**config.mk**
```make
export PLATFORM = sky130hd
export DESIGN_NAME = regfile_wb
export DESIGN_NICKNAME = d
export VERILOG_FILES = /design/src/rtl/regfile_wb_pkg.sv /design/src/rtl/regfile_wb_checker.sv /design/src/rtl/regfile_wb_scoreboard.sv /design/src/rtl/regfile_wb.sv
export SDC_FILE = /design/constraint.sdc
export NUM_CORES = 2
export LEC_CHECK = 0
export CELL_PAD_IN_SITES_DETAIL_PLACEMENT = 1
export CELL_PAD_IN_SITES_GLOBAL_PLACEMENT = 2
export CORE_UTILIZATION = 47
export DETAILED_ROUTE_END_ITERATION = 16
export PLACE_DENSITY_LB_ADDON = 0.15
export SLEW_MARGIN = 10
export SYNTH_ARGS = -nofsm -noshare
export SYNTH_HDL_FRONTEND = slang
export SYNTH_SLANG_ARGS = --single-unit
```
**constraint.sdc**
```tcl
create_clock -name clk -period 6.1 [get_ports clk]
set_input_delay 0.915 -clock clk [delete_from_list [all_inputs] [get_ports clk]]
set_output_delay 0.915 -clock clk [all_outputs]
set_load 0.005 [all_outputs]
```
**src/rtl/regfile_wb_pkg.sv**
```systemverilog
// Shared defaults for the decode-side register file (regfile_wb).
// Optional feature macro: REGFILE_BYPASS_EN (write-to-read bypass, early stall release).
package regfile_wb_pkg;

  localparam int DEPTH_BITS_DEF = 5;
  localparam int WIDTH_DEF      = 32;
  localparam int CNT_BITS_DEF   = 2;

  localparam logic [4:0] REG_ZERO = 5'd0;
  localparam logic [4:0] REG_RA   = 5'd31;

  // Instruction register-index fields.
  function automatic logic [4:0] field_rs(input logic [31:0] instr);
    return instr[25:21];
  endfunction

  function automatic logic [4:0] field_rt(input logic [31:0] instr);
    return instr[20:16];
  endfunction

  function automatic logic [4:0] field_rd(input logic [31:0] instr);
    return instr[15:11];
  endfunction

endpackage

```
**src/rtl/regfile_wb_checker.sv**
```systemverilog
// Protocol checks for regfile_wb: writebacks must match an outstanding issue.
module regfile_wb_checker (
  input logic clk,
  input logic reset,
  input logic underflow
);

  wb_without_issue_a: assert property (@(posedge clk) disable iff (reset) !underflow);

endmodule

```
**src/rtl/regfile_wb_scoreboard.sv**
```systemverilog
// Per-register outstanding-write counters and busy/full lookup for regfile_wb.
// Optional feature macro: REGFILE_BYPASS_EN (final writeback clears busy in the same cycle).
module regfile_wb_scoreboard #(
  parameter int DEPTH_BITS = 5,
  parameter int CNT_BITS   = 2
) (
  input  logic                  clk,
  input  logic                  reset,
  input  logic                  inc_en,
  input  logic [DEPTH_BITS-1:0] inc_dest,
  input  logic                  dec_en,
  input  logic [DEPTH_BITS-1:0] dec_dest,
  input  logic [DEPTH_BITS-1:0] rs,
  input  logic [DEPTH_BITS-1:0] rt,
  output logic                  busy_rs,
  output logic                  busy_rt,
  output logic                  full_dest,
  output logic                  underflow
);

  localparam int NREGS = 1 << DEPTH_BITS;
  localparam logic [CNT_BITS-1:0]   CNT_ZERO = {CNT_BITS{1'b0}};
  localparam logic [CNT_BITS-1:0]   CNT_ONE  = CNT_BITS'(1);
  localparam logic [CNT_BITS-1:0]   CNT_MAX  = {CNT_BITS{1'b1}};
  localparam logic [DEPTH_BITS-1:0] RZERO    = {DEPTH_BITS{1'b0}};

  logic [CNT_BITS-1:0] cnt_r     [NREGS];
  logic [CNT_BITS-1:0] cnt_nxt_s [NREGS];
  logic [NREGS-1:0]    underflow_s;

  // Next count: +1 on issue, -1 on writeback, hold when both; register 0 never tracked.
  always_comb begin
    for (int i = 0; i < NREGS; i++) begin
      cnt_nxt_s[i]   = cnt_r[i];
      underflow_s[i] = 1'b0;
      if (i != 0) begin
        case ({inc_en && (inc_dest == DEPTH_BITS'(i)), dec_en && (dec_dest == DEPTH_BITS'(i))})
          2'b10: begin
            if (cnt_r[i] != CNT_MAX) cnt_nxt_s[i] = cnt_r[i] + CNT_ONE;
            else                     cnt_nxt_s[i] = cnt_r[i];
          end
          2'b01: begin
            if (cnt_r[i] != CNT_ZERO) cnt_nxt_s[i] = cnt_r[i] - CNT_ONE;
            else                      underflow_s[i] = 1'b1;
          end
          default: cnt_nxt_s[i] = cnt_r[i];
        endcase
      end else begin
        cnt_nxt_s[i] = CNT_ZERO;
      end
    end
  end

  // Counter array register.
  always_ff @(posedge clk) begin
    for (int i = 0; i < NREGS; i++) begin
      if (reset) cnt_r[i] <= CNT_ZERO;
      else       cnt_r[i] <= cnt_nxt_s[i];
    end
  end

  // Busy lookup for both source operands.
  always_comb begin
`ifdef REGFILE_BYPASS_EN
    busy_rs = (cnt_r[rs] != CNT_ZERO) && !(dec_en && (dec_dest == rs) && (cnt_r[rs] == CNT_ONE));
    busy_rt = (cnt_r[rt] != CNT_ZERO) && !(dec_en && (dec_dest == rt) && (cnt_r[rt] == CNT_ONE));
`else
    busy_rs = (cnt_r[rs] != CNT_ZERO);
    busy_rt = (cnt_r[rt] != CNT_ZERO);
`endif
  end

  // Overflow guard on the destination decode wants to issue to.
  assign full_dest = (inc_dest != RZERO) && (cnt_r[inc_dest] == CNT_MAX);

  // Writeback to a register with nothing in flight.
  assign underflow = |underflow_s;

endmodule

```
**src/rtl/regfile_wb.sv**
```systemverilog
// Decode-stage register file: 2 registered read ports, 1 writeback port, RAW scoreboard.
// Optional feature macro: REGFILE_BYPASS_EN (same-cycle writeback forwarded into the read).
module regfile_wb
  import regfile_wb_pkg::*;
#(
  parameter int DEPTH_BITS = DEPTH_BITS_DEF,
  parameter int WIDTH      = WIDTH_DEF,
  parameter int CNT_BITS   = CNT_BITS_DEF
) (
  input  logic                  clk,
  input  logic                  reset,
  input  logic [DEPTH_BITS-1:0] rs,
  input  logic [DEPTH_BITS-1:0] rt,
  input  logic                  readEn,
  output logic [WIDTH-1:0]      rsData,
  output logic [WIDTH-1:0]      rtData,
  input  logic                  issueEn,
  input  logic [DEPTH_BITS-1:0] issueDest,
  input  logic                  wbEn,
  input  logic [DEPTH_BITS-1:0] wbDest,
  input  logic [WIDTH-1:0]      wbData,
  output logic                  stall
);

  localparam int NREGS = 1 << DEPTH_BITS;
  localparam logic [DEPTH_BITS-1:0] RZERO = {DEPTH_BITS{1'b0}};
  localparam logic [WIDTH-1:0]      WZERO = {WIDTH{1'b0}};

  logic [WIDTH-1:0] regs_r [NREGS];
  logic [WIDTH-1:0] rs_val_s;
  logic [WIDTH-1:0] rt_val_s;
  logic             wb_live_s;
  logic             issue_live_s;
  logic             busy_rs_s;
  logic             busy_rt_s;
  logic             full_dest_s;
  logic             underflow_s;

  assign wb_live_s = wbEn && (wbDest != RZERO);

  // Stall on a pending source or a saturated destination counter.
  assign stall = ((rs != RZERO) && busy_rs_s) || ((rt != RZERO) && busy_rt_s) || full_dest_s;

  // An issue during stall is dropped so the counter can never wrap.
  assign issue_live_s = issueEn && !stall;

  regfile_wb_scoreboard #(
    .DEPTH_BITS (DEPTH_BITS),
    .CNT_BITS   (CNT_BITS)
  ) u_scoreboard (
    .clk       (clk),
    .reset     (reset),
    .inc_en    (issue_live_s),
    .inc_dest  (issueDest),
    .dec_en    (wbEn),
    .dec_dest  (wbDest),
    .rs        (rs),
    .rt        (rt),
    .busy_rs   (busy_rs_s),
    .busy_rt   (busy_rt_s),
    .full_dest (full_dest_s),
    .underflow (underflow_s)
  );

  regfile_wb_checker u_checker (
    .clk       (clk),
    .reset     (reset),
    .underflow (underflow_s)
  );

  // Storage write port; register 0 is never written.
  always_ff @(posedge clk) begin
    if (reset) begin
      for (int i = 0; i < NREGS; i++) regs_r[i] <= WZERO;
    end else if (wb_live_s) begin
      regs_r[wbDest] <= wbData;
    end
  end

  // Operand lookup with register 0 hardwired to zero.
  always_comb begin
    if (rs == RZERO) rs_val_s = WZERO;
`ifdef REGFILE_BYPASS_EN
    else if (wb_live_s && (wbDest == rs)) rs_val_s = wbData;
`endif
    else rs_val_s = regs_r[rs];

    if (rt == RZERO) rt_val_s = WZERO;
`ifdef REGFILE_BYPASS_EN
    else if (wb_live_s && (wbDest == rt)) rt_val_s = wbData;
`endif
    else rt_val_s = regs_r[rt];
  end

  // Registered operands to EX; hold when decode is not advancing.
  always_ff @(posedge clk) begin
    if (reset) begin
      rsData <= WZERO;
      rtData <= WZERO;
    end else if (readEn) begin
      rsData <= rs_val_s;
      rtData <= rt_val_s;
    end
  end

endmodule

```
==> results_dict.tcl <==
set metrics [dict create \
    status "finished, final reports clean" \
    gp_congestion 0.828 \
    synth-main-ff-cell "edfxtp_1" \
    synth_edf_count 1024 \
    finalMaxSlewViolations 0 \
    pin_count 122 \
    hold_class "reg -> reg" \
    die_area_um2 133000 \
    cts_root_buf "clkbuf_16" \
    h-tree-depth 4 \
    synth_area_leaders "edfxtp_1, mux4_2, and2_1" \
    fin_cells 6097 \
    grt_overflow 0 \
    io_buffers 121 \
    ir_drop_mv 0.233 \
    drc 0 \
    max_freq_mhz 209 \
    drive_gt1_share_pct 24.3 \
    slew_headroom_pct 17.6 \
    syn_avg_cell_area_um2 14.6 \
    first_global_vias 41300 \
    clk_pin_slew_ns 0.05 \
    synthCells 4250 \
    ys_ff_latch 1150 \
    seq_area_frac_synth_pct 53.7 \
    wire_per_inst_um 35.8 \
    routed_wl_mm 218 \
    p_per_area_nw_per_um2 279 \
    drtAntennaViolNets 0 \
    cp_max_fo 10 \
    async_reset_ff_share_pct 0 \
    post-route-period-util_pct 78.5 \
    first_pass_iters 5 \
    die_height_um 365 \
    dieWidth_um 365 \
    dp_cells 5842 \
    cp.required_ns 5.18 \
    hpwl_mm 129 \
    fill_cells 12300 \
    coreArea_um2 130000 \
    synth.top_cell.area_share_pct 49.6 \
    nets 4348 \
    fin_setup_tns_ns 0 \
    grt_max_degree 126 \
    start_util_pct 47.6 \
    cts_buffers 135 \
    drv_cap 0 \
    post_drt_via_cell_ratio 6.62 \
    startpoint "issueDest[0]" \
    final_cell_mix "edfxtp_1, and2_1, mux4_2, nor2_1, clkbuf_16" \
    mostFrequentLayoutCell "edfxtp_1" \
    grt_first_pass_wirelength_mm 310 \
    num_rows 132 \
    rsz0062_at_grt "no" \
    cts_hold_buf 0 \
    num_vias 40400 \
    clockBufferDepth 3 \
    p_leak_nw 23.7 \
    grt_antenna_before_repair 16 \
    post_cts.repair.setup_buffers 0 \
    cp_data_arrival_time_ns 3.87 \
    min_from "rsData[20]" \
    cp-start-kind "input port" \
    cts_sinks 1150 \
    worst_pin_slew_ns 1.23 \
    cts_resized 0 \
    regToRegStartpoint "u_scoreboard.cnt_r[27][1]" \
    clock_latency_ns 0.77 \
    yosysUniqueCellTypes 67 \
    synthToLayoutAreaGrowth_pct 12.4 \
    cts_tree "yes" \
    worstSetupPathType "in -> out" \
    fin_crit_ns 4.79 \
    ys_warn_count 0 \
    synth_top_area_cell "edfxtp_1" \
    report.final.hold_viol_count 0 \
    end_kind "output port" \
    setup_viol 0 \
    skew_ns 0.0226 \
    drt_iter0_drc 4981 \
    synth.cell_area_um2 61900 \
    track_usage_pct 33.3 \
]
[cells in the mapped netlist (4+ instances only)]
library cell / number
or3_1: 10
and3_1: 36
a21oi_1: 119
nand2_1: 67
mux2i_1: 65
inv_1: 66
or2_2: 4
buf_1: 40
a31oi_1: 6
a21boi_0: 8
o2bb2ai_1: 27
nor3b_1: 5
or4_1: 26
o21ai_0: 61
nor4_1: 22
edfxtp_1: 1024
and2_1: 962
nand4_1: 9
nor2_1: 305
a2111oi_0: 21
o22ai_1: 11
buf_2: 54
mux4_2: 655
nor2b_1: 8
mux2_2: 6
ha_1: 54
nand2b_1: 29
nor3_1: 23
nand3_1: 18
nor4b_1: 4
buf_6: 5
clkbuf_1: 318
o211ai_1: 4
dfxtp_1: 126
[final timing paths]
kind | end | cells after the start | slack [ns]
worst max-delay path | stall | 8 | 1.31
worst min-delay path | rsData[20] | 2 | 0.49
worst max register to register | u_scoreboard.cnt_r[13][1] | 12 | 1.96
worst min register to register | rsData[20] | 2 | 0.49
[per-layer routing]
layer | vias to the layer above | share of wire, % | track usage [%] | routed length, µm
li1 | 16200 | - | - | -
met1 | 21600 | 39 | 45.2 | 85500
met2 | 2170 | 48 | 53.7 | 105000
met3 | 428 | 9.2 | 6.07 | 20200
met4 | 4 | 3.6 | 12.2 | 7850
met5 | - | 0.0096 | 0 | 21
[stage by stage]
step	area, µm²	hold WS, ns	util, %	setup slack [ns]	power [mW]
3_5_place_dp	65400	0.484	50.3	0.767	11.7
3_3_place_gp	65400	0.469	50.3	0.839	11.7
4_1_cts	69600	0.498	53.5	1.30	19.5
6_report	69600	0.491	53.5	1.31	19.4
5_1_grt	69600	0.531	53.5	1.14	19.9
2_1_floorplan	62100	0.479	-	1.58	10.8
[power by group]
part	total, mW	switching [mW]	internal [mW]
clock network	7.80	3.38	4.42
logic	2.37	1.32	1.04
registers	9.24	0.233	9.00
total	19.4	4.94	14.5
[registers in the layout, indices dropped and copies added, names as in the netlist]
register and flops:
regs_r 1024, rtData 32, u_scoreboard.cnt_r 62, rsData 32
[worst max-delay path, cell delays in order]
cell             delay, ns
clkdlybuf4s50_1       0.74
buf_4                 0.28
mux4_2                0.52
mux2_2                0.31
mux2_2                0.30
nand2b_1              0.16
nand3_2               0.09
clkdlybuf4s50_1       0.55
[area by class of cell]
type / instances / area [µm²] / area share [%]
diodes: 12 / 30.0 / 0.0431
well taps: 1742 / 2180 / 3.13
clock buffers: 182 / 3730 / 5.36
inverters: 68 / 263 / 0.377
clock inverters: 61 / 417 / 0.599
repair buffers: 239 / 2320 / 3.34
flip-flops and latches: 1150 / 33300 / 47.8
multi-input cells: 2643 / 27400 / 39.4
[cells by family (layout without fill, tap and decap cells)]
logic type	count (synthesis)	in the layout	share of synthesized area (%)
adders and majority gates	54	54	1.09
DFF	1150	1150	53.7
other	1	44	0.00605
buffers and inverters	488	550	3.15
AOI/OAI and AO/OA	284	284	2.83
muxes	728	728	25.0
and+or+nand+nor	1545	1545	14.2
No activity file was read; power rests on OpenSTA's default activity.
